<file path="config.mk">
export PLATFORM = sky130hd
export DESIGN_NAME = serial_instr_rx
export DESIGN_NICKNAME = d
export VERILOG_FILES = /design/src/rtl/serial_instr_rx.sv
export SDC_FILE = /design/constraint.sdc
export NUM_CORES = 1
export LEC_CHECK = 0
export CAP_MARGIN = 0
export CORE_MARGIN = 2
export CORE_UTILIZATION = 40
export DETAILED_ROUTE_END_ITERATION = 8
export GPL_TIMING_DRIVEN = 0
export HOLD_SLACK_MARGIN = 0.05
export SLEW_MARGIN = 10
export SYNTH_ARGS = -nofsm -noshare
export SYNTH_HDL_FRONTEND = slang
export SYNTH_SLANG_ARGS = --single-unit
</file>
<file path="constraint.sdc">
create_clock -name clk -period 1.5 [get_ports clk]
set_input_delay 0.15 -clock clk [delete_from_list [all_inputs] [get_ports clk]]
set_output_delay 0.15 -clock clk [all_outputs]
set_load 0.03 [all_outputs]
</file>
<file path="src/rtl/serial_instr_rx.sv">
// Bit-serial instruction receiver: one bit per 4-phase data_ready/data_ack handshake,
// words delivered on a valid/accept handshake with backpressure and an abort timeout.
//
// state  | meaning
// IDLE   | waiting for synced data_ready (bit_cnt>0 means a frame is in progress)
// SAMPLE | capture synced data bit into shift reg or parity flop
// ACK    | data_ack high, waiting for synced data_ready to drop
// DONE   | word presented, data_ready ignored until accepted
// RESYNC | after an abort, wait for data_ready low before listening again
module serial_instr_rx #(
  parameter int WIDTH       = 10,
  parameter int MSB_FIRST   = 1,
  parameter int PARITY_EN   = 0,
  parameter int PARITY_ODD  = 0,
  parameter int SYNC_STAGES = 2,
  parameter int TIMEOUT     = 1023
) (
  input  logic             clk,
  input  logic             reset,
  input  logic             data_ready,
  input  logic             data_bit,
  output logic             data_ack,
  output logic [WIDTH-1:0] instruction,
  output logic             instr_valid,
  input  logic             instr_accept,
  output logic             parity_err,
  output logic             timeout_err,
  output logic [2:0]       state
);

  localparam bit PAR_EN   = (PARITY_EN != 0);
  localparam bit PAR_ODD  = (PARITY_ODD != 0);
  localparam bit TIMER_EN = (TIMEOUT > 0);
  localparam int FRAME    = WIDTH + (PAR_EN ? 1 : 0);
  localparam int CW       = $clog2(FRAME + 1);
  localparam int TW       = TIMER_EN ? $clog2(TIMEOUT + 1) : 1;

  localparam logic [CW-1:0] CNT_WIDTH  = CW'(WIDTH);
  localparam logic [CW-1:0] CNT_FRAME  = CW'(FRAME);
  localparam logic [TW-1:0] TIMER_LAST = TW'(TIMER_EN ? TIMEOUT - 1 : 0);

  typedef enum logic [2:0] {
    S_IDLE   = 3'd0,
    S_SAMPLE = 3'd1,
    S_ACK    = 3'd2,
    S_DONE   = 3'd3,
    S_RESYNC = 3'd4
  } state_t;

  state_t                 state_q, state_d;
  logic [SYNC_STAGES-1:0] rdy_sync_q, rdy_sync_d;
  logic [SYNC_STAGES-1:0] bit_sync_q, bit_sync_d;
  logic [WIDTH-1:0]       sh_q, sh_d;
  logic [WIDTH-1:0]       instr_q, instr_d;
  logic                   par_q, par_d;
  logic [CW-1:0]          bit_cnt_q, bit_cnt_d;
  logic [TW-1:0]          timer_q, timer_d;
  logic                   ack_q, ack_d;
  logic                   valid_q, valid_d;
  logic                   perr_q, perr_d;
  logic                   tout_q, tout_d;
  logic                   rdy_s, bit_s;
  logic                   timer_run, abort;

  // Both inputs share one synchroniser depth so a bit stays aligned with its strobe.
  always_comb begin
    rdy_sync_d = {rdy_sync_q[SYNC_STAGES-2:0], data_ready};
    bit_sync_d = {bit_sync_q[SYNC_STAGES-2:0], data_bit};
  end

  assign rdy_s = rdy_sync_q[SYNC_STAGES-1];
  assign bit_s = bit_sync_q[SYNC_STAGES-1];

  assign timer_run = TIMER_EN &&
                     ((state_q == S_ACK) || ((state_q == S_IDLE) && (bit_cnt_q != '0)));
  assign abort     = timer_run && (timer_q == TIMER_LAST);

  always_comb begin
    state_d   = state_q;
    sh_d      = sh_q;
    par_d     = par_q;
    bit_cnt_d = bit_cnt_q;
    instr_d   = instr_q;
    perr_d    = perr_q;
    tout_d    = 1'b0;

    case (state_q)
      S_IDLE: begin
        if (rdy_s) state_d = S_SAMPLE;
      end
      S_SAMPLE: begin
        bit_cnt_d = bit_cnt_q + CW'(1);
        if (PAR_EN && (bit_cnt_q == CNT_WIDTH)) begin
          par_d = bit_s;
        end else if (MSB_FIRST != 0) begin
          sh_d = {sh_q[WIDTH-2:0], bit_s};
        end else begin
          sh_d = {bit_s, sh_q[WIDTH-1:1]};
        end
        state_d = S_ACK;
      end
      S_ACK: begin
        if (!rdy_s) begin
          if (bit_cnt_q == CNT_FRAME) begin
            instr_d = sh_q;
            perr_d  = PAR_EN & (^sh_q ^ par_q ^ PAR_ODD);
            state_d = S_DONE;
          end else begin
            state_d = S_IDLE;
          end
        end
      end
      S_DONE: begin
        if (instr_accept) begin
          bit_cnt_d = '0;
          state_d   = S_IDLE;
        end
      end
      S_RESYNC: begin
        if (!rdy_s) state_d = S_IDLE;
      end
      default: state_d = S_IDLE;
    endcase

    // A stalled handshake or abandoned frame wins over any normal transition.
    if (abort) begin
      sh_d      = '0;
      bit_cnt_d = '0;
      tout_d    = 1'b1;
      state_d   = S_RESYNC;
    end

    ack_d   = (state_d == S_ACK);
    valid_d = (state_d == S_DONE);
    timer_d = (timer_run && (state_d == state_q)) ? timer_q + TW'(1) : '0;
  end

  always_ff @(posedge clk or posedge reset) begin
    if (reset) begin
      state_q    <= S_IDLE;
      rdy_sync_q <= '0;
      bit_sync_q <= '0;
      sh_q       <= '0;
      instr_q    <= '0;
      par_q      <= 1'b0;
      bit_cnt_q  <= '0;
      timer_q    <= '0;
      ack_q      <= 1'b0;
      valid_q    <= 1'b0;
      perr_q     <= 1'b0;
      tout_q     <= 1'b0;
    end else begin
      state_q    <= state_d;
      rdy_sync_q <= rdy_sync_d;
      bit_sync_q <= bit_sync_d;
      sh_q       <= sh_d;
      instr_q    <= instr_d;
      par_q      <= par_d;
      bit_cnt_q  <= bit_cnt_d;
      timer_q    <= timer_d;
      ack_q      <= ack_d;
      valid_q    <= valid_d;
      perr_q     <= perr_d;
      tout_q     <= tout_d;
    end
  end

  assign data_ack    = ack_q;
  assign instruction = instr_q;
  assign instr_valid = valid_q;
  assign parity_err  = perr_q;
  assign timeout_err = tout_q;
  assign state       = state_q;

endmodule
</file>
==> flow_metrics.env, run 1 <==
export IMPL_status="finished with violations"
export IMPL_violations="setup timing"
export IMPL_cp_end_kind="flop"
export IMPL_min_path_type="input pin to async pin"
export IMPL_rsz0062_at_grt="yes"
export IMPL_place_inst=266
export IMPL_dieWidth_um=75.82
export IMPL_core_region_area_um2=5042
export IMPL_nets=227
export IMPL_hold_buffers=0
export IMPL_drive_above_1_share_pct=34.86
export IMPL_peakVddDrop_mv=0.9735
export IMPL_dp_hpwl_um=2645
export IMPL_first_global_vias=1448
export IMPL_nFillCells=442
export IMPL_io_buffers=20
export IMPL_synth_area_um2=2063
export IMPL_stdcell_area_um2=2746
export IMPL_yosysMostFrequentCell="dfrtp_1"
export IMPL_dpl_cell_area_um2=2464
export IMPL_grt_usage_pct=16.48
export IMPL_critPathSlowestCell="or3_4"
export IMPL_startpoint_type="flop"
export IMPL_antenna_found_initial=0
export IMPL_setup_viol=38
export IMPL_cts_buffer_depth=2
export IMPL_clock_fmax_mhz=573.3
export IMPL_clk_pin_slew_ns=0.08
export IMPL_crit_arrival_ns=1.93
export IMPL_drc_errors=0
export IMPL_synth_seq_cells=44
export IMPL_async_flop_share_pct=100.0
export IMPL_vias_per_cell=5.031
export IMPL_cts_tree="built"
export IMPL_crit_fanout=10
export IMPL_gp_congestion=0.8313
export IMPL_syn2layout_area_growth_pct=33.11
export IMPL_antennaDiodeCount=0
export IMPL_period_needed_ns=1.744
export IMPL_yosysTopAreaCell="dfrtp_1"
export IMPL_period_share_pct=116.3
export IMPL_drt_iter0_markers=40
export IMPL_ys_top_cells_by_count="dfrtp_1, nor2_1, a211oi_1, mux2i_1, mux2_4"
export IMPL_power_density_nw_per_um2=1585
export IMPL_ys_types=40
export IMPL_wirelength_um=4240
export IMPL_holdWs_ns=0.08674
export IMPL_yosysSeqAreaShare_pct=53.37
export IMPL_via_count=1449
export IMPL_postSynthCellCount=175
export IMPL_grt_max_degree=35
export IMPL_fp_dieArea_um2=5749
export IMPL_synthTopCellsByArea="dfrtp_1, mux2_4, mux2i_1"
export IMPL_ys_flop_type="dfrtp_1"
export IMPL_htree_num_levels=2
export IMPL_syn_num_nets=185
export IMPL_insertion_delay_ns=0.30
export IMPL_synth_edff_count=0
export IMPL_drt_wirelength_per_cell_um=14.72
export IMPL_required_ns=1.68
export IMPL_root_buffer="clkbuf_8"
export IMPL_fp_dieH_um=75.82
export IMPL_max_cap_violations=0
export IMPL_totalPowerFinal_w=0.004352
export IMPL_final_setup_tns_ns=-7.897
export IMPL_grt_pass1_wl_um=7024
export IMPL_stdcell_count=288
export IMPL_antenna_left=0
export IMPL_final_max_slew_viol_count=0
export IMPL_start_util_pct=40.92
export IMPL_power_leakage_nw=1.341
export IMPL_boundaryPins=22
export IMPL_critPathKind="flop to flop"
export IMPL_avgSynthCellArea_um2=11.79
export IMPL_cts_sinks=44
export IMPL_cpPeakStageDelay_ns=0.50
export IMPL_cp_cell_sequence="inv_2 -> ha_4 -> nand3b_1 -> or3_4 -> mux2_4"
export IMPL_synth_top_area_share_pct=53.37
export IMPL_numCtsBuffers=5
export IMPL_grt_overflow=0
export IMPL_finalHoldViolCount=0
export IMPL_rows=26
export IMPL_yosys_warnings=0
export IMPL_layout_setup_ws_ns=-0.2441
export IMPL_drtPass1Iterations=4
export IMPL_fin_skew_ns=0.006546
[registers in the layout (all words and copies together) (netlist names)]
signal,count
instruction,10
sh_q,10
instr_valid,1
timeout_err,1
rdy_sync_q,2
state,3
timer_q,10
data_ack,1
bit_cnt_q,4
bit_sync_q,2
[cell usage in the layout (no fill, tap or decap), types with 2 or more instances in the layout]
master and count:
inv_1 5, nand3b_1 2, clkdlybuf4s50_1 7, xnor2_1 6
dlygate4sd2_1 5, ha_1 2, nor3b_1 2, xor2_1 2
clkbuf_1 2, ha_2 2, or2_4 2, buf_6 8
inv_2 4, mux2i_1 12, dlymetal6s2s_1 8, nor2_1 17
nand2_1 7, nand4_1 3, clkbuf_8 6, mux2_4 10
a22oi_1 3, dfrtp_1 41, nand3_1 4, buf_4 14
a211oi_2 11, nor3_1 3, o21ai_0 2, dfrtp_2 3
[metal layers]
| metal | up-vias | global-route usage (%) | routed length (µm) |
|---|---|---|---|
| met5 | - | 0 | 0 |
| met4 | 0 | 5.653 | 68 |
| met3 | 7 | 4.497 | 129 |
| met2 | 21 | 24.71 | 2086 |
| met1 | 731 | 23.08 | 1956 |
| li1 | 690 | - | - |
[cell type report]
| cell class | count | area [µm²] | share of cell area (%) |
|---|---|---|---|
| plain buffers | 7 | 57.56 | 2.096 |
| flip-flops and latches | 44 | 1105 | 40.23 |
| repair buffers | 38 | 380.4 | 13.85 |
| clock buffers | 7 | 86.33 | 3.144 |
| clock inverters | 1 | 7.507 | 0.2733 |
| multi-input cells | 112 | 988.4 | 35.99 |
| inverters | 9 | 33.78 | 1.230 |
| well taps | 70 | 87.58 | 3.189 |
[critical path, delay by kind of cell, from the launching register on]
family	cells	cell delay (ns)
simple gates	2	0.67
flops	1	0.40
mux	1	0.33
fa+ha+maj	1	0.13
buf+inv	1	0.10
[what timing repair did]
| item | 4_1_cts | 5_1_grt |
|---|---|---|
| setup endpoints to repair | 43 | 47 |
| gates resized for setup | 18 | 15 |
| gates cloned | 2 | 0 |
| pin swaps | 8 | 7 |
| buffers inserted | 13 | 3 |
[logic make-up (layout without fill, tap and decap cells)]
group | Yosys count | after routing | share of synthesized area [%]
other | 1 | 1 | 0.1818
multiplexers | 23 | 23 | 13.64
flip-flops | 44 | 44 | 53.37
AND/OR/NAND/NOR | 53 | 53 | 13.59
adder cells (fa/ha/maj) | 5 | 5 | 3.032
AO/OA/AOI/OAI | 22 | 22 | 7.944
XOR/XNOR | 8 | 8 | 3.396
buffers and inverters | 19 | 62 | 4.851
[stage by stage]
| stage | worst slack [ns] | utilization, % |
|---|---|---|
| 2_1_floorplan | -0.1446 | - |
| 3_3_place_gp | -0.6554 | 48.46 |
| 3_5_place_dp | -0.2955 | 48.86 |
| 4_1_cts | -0.2254 | 53.13 |
| 5_1_grt | -0.3432 | 54.47 |
| 6_report | -0.2441 | 54.47 |
[report_power, final]
group          internal [W]  leakage [nW]  total (W)  switching (W)
Sequential          0.00148         0.569    0.00174       0.000263
Clock              0.000375        0.0445   0.000777       0.000402
Combinational      0.000862         0.727    0.00183       0.000971
[path summary, 6_finish.rpt]
path                                  end  cells after the start  slack [ns]     startpoint
hold / removal                    sh_q[6]                      2        0.09          reset
setup / recovery           instruction[4]                      5       -0.24   bit_cnt_q[0]
hold reg to reg             bit_sync_q[1]                      0        0.36  bit_sync_q[0]
setup reg to reg           instruction[4]                      5       -0.24   bit_cnt_q[0]
min in group clk            rdy_sync_q[0]                      1        0.29     data_ready
max in group asynchronous        state[2]                      3        0.95          reset
Power figures use the tool's default switching activity.
==> inputs of run 2 (changes only) <==
Settings changed: CORE_MARGIN 2 to 10.
==> flow_metrics.env, run 2 (synthesis results as in run 1) <==
export IMPL_antennaDiodeCount=0
export IMPL_layout_setup_ws_ns=-0.2404
export IMPL_root_buffer="clkbuf_8"
export IMPL_startpoint_type="flop"
export IMPL_antenna_found_initial=0
export IMPL_grt_usage_pct=11.10
export IMPL_reg2reg_depth=5
export IMPL_io_buffers=20
export IMPL_cpPeakStageDelay_ns=0.47
export IMPL_grt_overflow=0
export IMPL_grt_max_degree=27
export IMPL_insertion_delay_ns=0.30
export IMPL_violations="setup timing"
export IMPL_boundaryPins=22
export IMPL_cp_end_kind="flop"
export IMPL_status="finished with violations"
export IMPL_rsz0062_at_grt="yes"
export IMPL_period_share_pct=116.0
export IMPL_place_ws_ns=-0.3516
export IMPL_drt_iter0_markers=67
export IMPL_htree_num_levels=2
export IMPL_use_met1_pct=13.84
export IMPL_drc_errors=0
export IMPL_cts_sinks=44
export IMPL_setup_viol=38
export IMPL_finalHoldViolCount=0
export IMPL_drtPass1Iterations=4
export IMPL_max_cap_violations=0
export IMPL_mostFrequentLayoutCells="dfrtp_1, nor2_1, buf_4"
export IMPL_layout_cells_most_common="dfrtp_1"
export IMPL_critical_path_top_delay_family="simple AND/OR/NAND/NOR gates"
export IMPL_syn2layout_area_growth_pct=35.60
export IMPL_dp_hpwl_um=2903
export IMPL_worst_path_stages=5
export IMPL_cp_cell_sequence="inv_2 -> ha_4 -> nand3b_1 -> or3_4 -> mux2_4"
export IMPL_met2_usage_pct=17.71
export IMPL_cts_tree="built"
export IMPL_drt_wirelength_per_cell_um=15.82
export IMPL_start_util_pct=40.92
export IMPL_use_met3_pct=3.097
export IMPL_fin_skew_ns=0.01263
export IMPL_final_max_slew_viol_count=0
export IMPL_grt_pass1_wl_um=7748
export IMPL_power_leakage_nw=1.358
export IMPL_power_density_nw_per_um2=1604
export IMPL_seq_area_um2=1105
export IMPL_clk_pin_slew_ns=0.09
export IMPL_numCtsBuffers=5
export IMPL_wirelength_um=4620
export IMPL_via_count=1497
export IMPL_crit_arrival_ns=1.93
export IMPL_first_global_vias=1555
export IMPL_crit_fanout=5
export IMPL_nFillCells=442
export IMPL_top_usage_layer="met2"
export IMPL_critPathSlowestCell="or3_4"
export IMPL_period_needed_ns=1.740
export IMPL_vias_per_cell=5.127
export IMPL_peakVddDrop_mv=0.7684
export IMPL_drive_above_1_share_pct=33.78
export IMPL_dieWidth_um=91.82
export IMPL_fp_dieH_um=91.82
export IMPL_cts_buffer_depth=2
export IMPL_min_path_type="input pin to async pin"
export IMPL_nets=231
export IMPL_gp_congestion=0.8598
export IMPL_required_ns=1.69
export IMPL_fp_dieArea_um2=8431
export IMPL_finish_utilization_pct=55.48
export IMPL_core_region_area_um2=5042
export IMPL_path_buf_inv=1
export IMPL_multi_input_area_um2=989.7
export IMPL_clock_fmax_mhz=574.6
export IMPL_hold_buffers=0
export IMPL_critPathKind="flop to flop"
export IMPL_rows=26
export IMPL_antenna_left=0
-- run 2: final timing paths --
kind | startpoint | to | slack (ns)
worst max-delay path | bit_cnt_q[0] | instruction[3] | -0.24
max in group asynchronous | reset | bit_sync_q[0] | 0.84
min in group clk | data_ready | rdy_sync_q[0] | 0.28
worst min register to register | rdy_sync_q[0] | rdy_sync_q[1] | 0.35
worst min-delay path | reset | state[1] | 0.18
worst max register to register | bit_cnt_q[0] | instruction[3] | -0.24
-- run 2: power by group --
group	internal, W	leakage, nW	switching, W	total (W)
clock	0.000375	0.0445	0.000415	0.000790
combinational	0.000953	0.745	0.00102	0.00197
sequential	0.00148	0.569	0.000247	0.00173
total	0.00281	1.36	0.00168	0.00449
-- run 2: metrics by stage --
stage | total power (W) | std cells | setup TNS [ns] | cell area (µm²) | hold WS (ns)
2_1_floorplan | 0.002943 | 175 | -2.926 | 2156 | 0.1814
3_3_place_gp | 0.003357 | 265 | -31.33 | 2444 | 0.3354
3_5_place_dp | 0.003436 | 266 | -8.302 | 2471 | 0.3364
4_1_cts | 0.004457 | 289 | -8.049 | 2741 | 0.1889
5_1_grt | 0.004785 | 292 | -11.79 | 2798 | 0.2178
6_report | 0.004487 | 292 | -8.286 | 2798 | 0.1772
-- run 2: routing by layer --
metal | up-vias | routed length, µm
li1 | 699 | -
met1 | 761 | 2059
met2 | 27 | 2285
met3 | 10 | 191
met4 | 0 | 84
met5 | - | 0
-- run 2: area by class of cell --
| type | count | area share (%) |
|---|---|---|
| sequential | 44 | 39.49 |
| multi-input combinational | 113 | 35.38 |
| timing repair buffer | 39 | 14.53 |
| tap | 70 | 3.131 |
| clock buffer | 7 | 3.086 |
| buffer | 9 | 2.907 |
| inverter | 9 | 1.208 |
| clock inverter | 1 | 0.2683 |
-- run 2: what timing repair did --
| action | CTS | global route |
|---|---|---|
| buffers inserted | 12 | 3 |
| pin swaps | 4 | 10 |
| setup endpoints to repair | 46 | 44 |
| resized for setup | 22 | 11 |
| cloned | 3 | 1 |
| endpoints found under the hold margin | 0 | 0 |
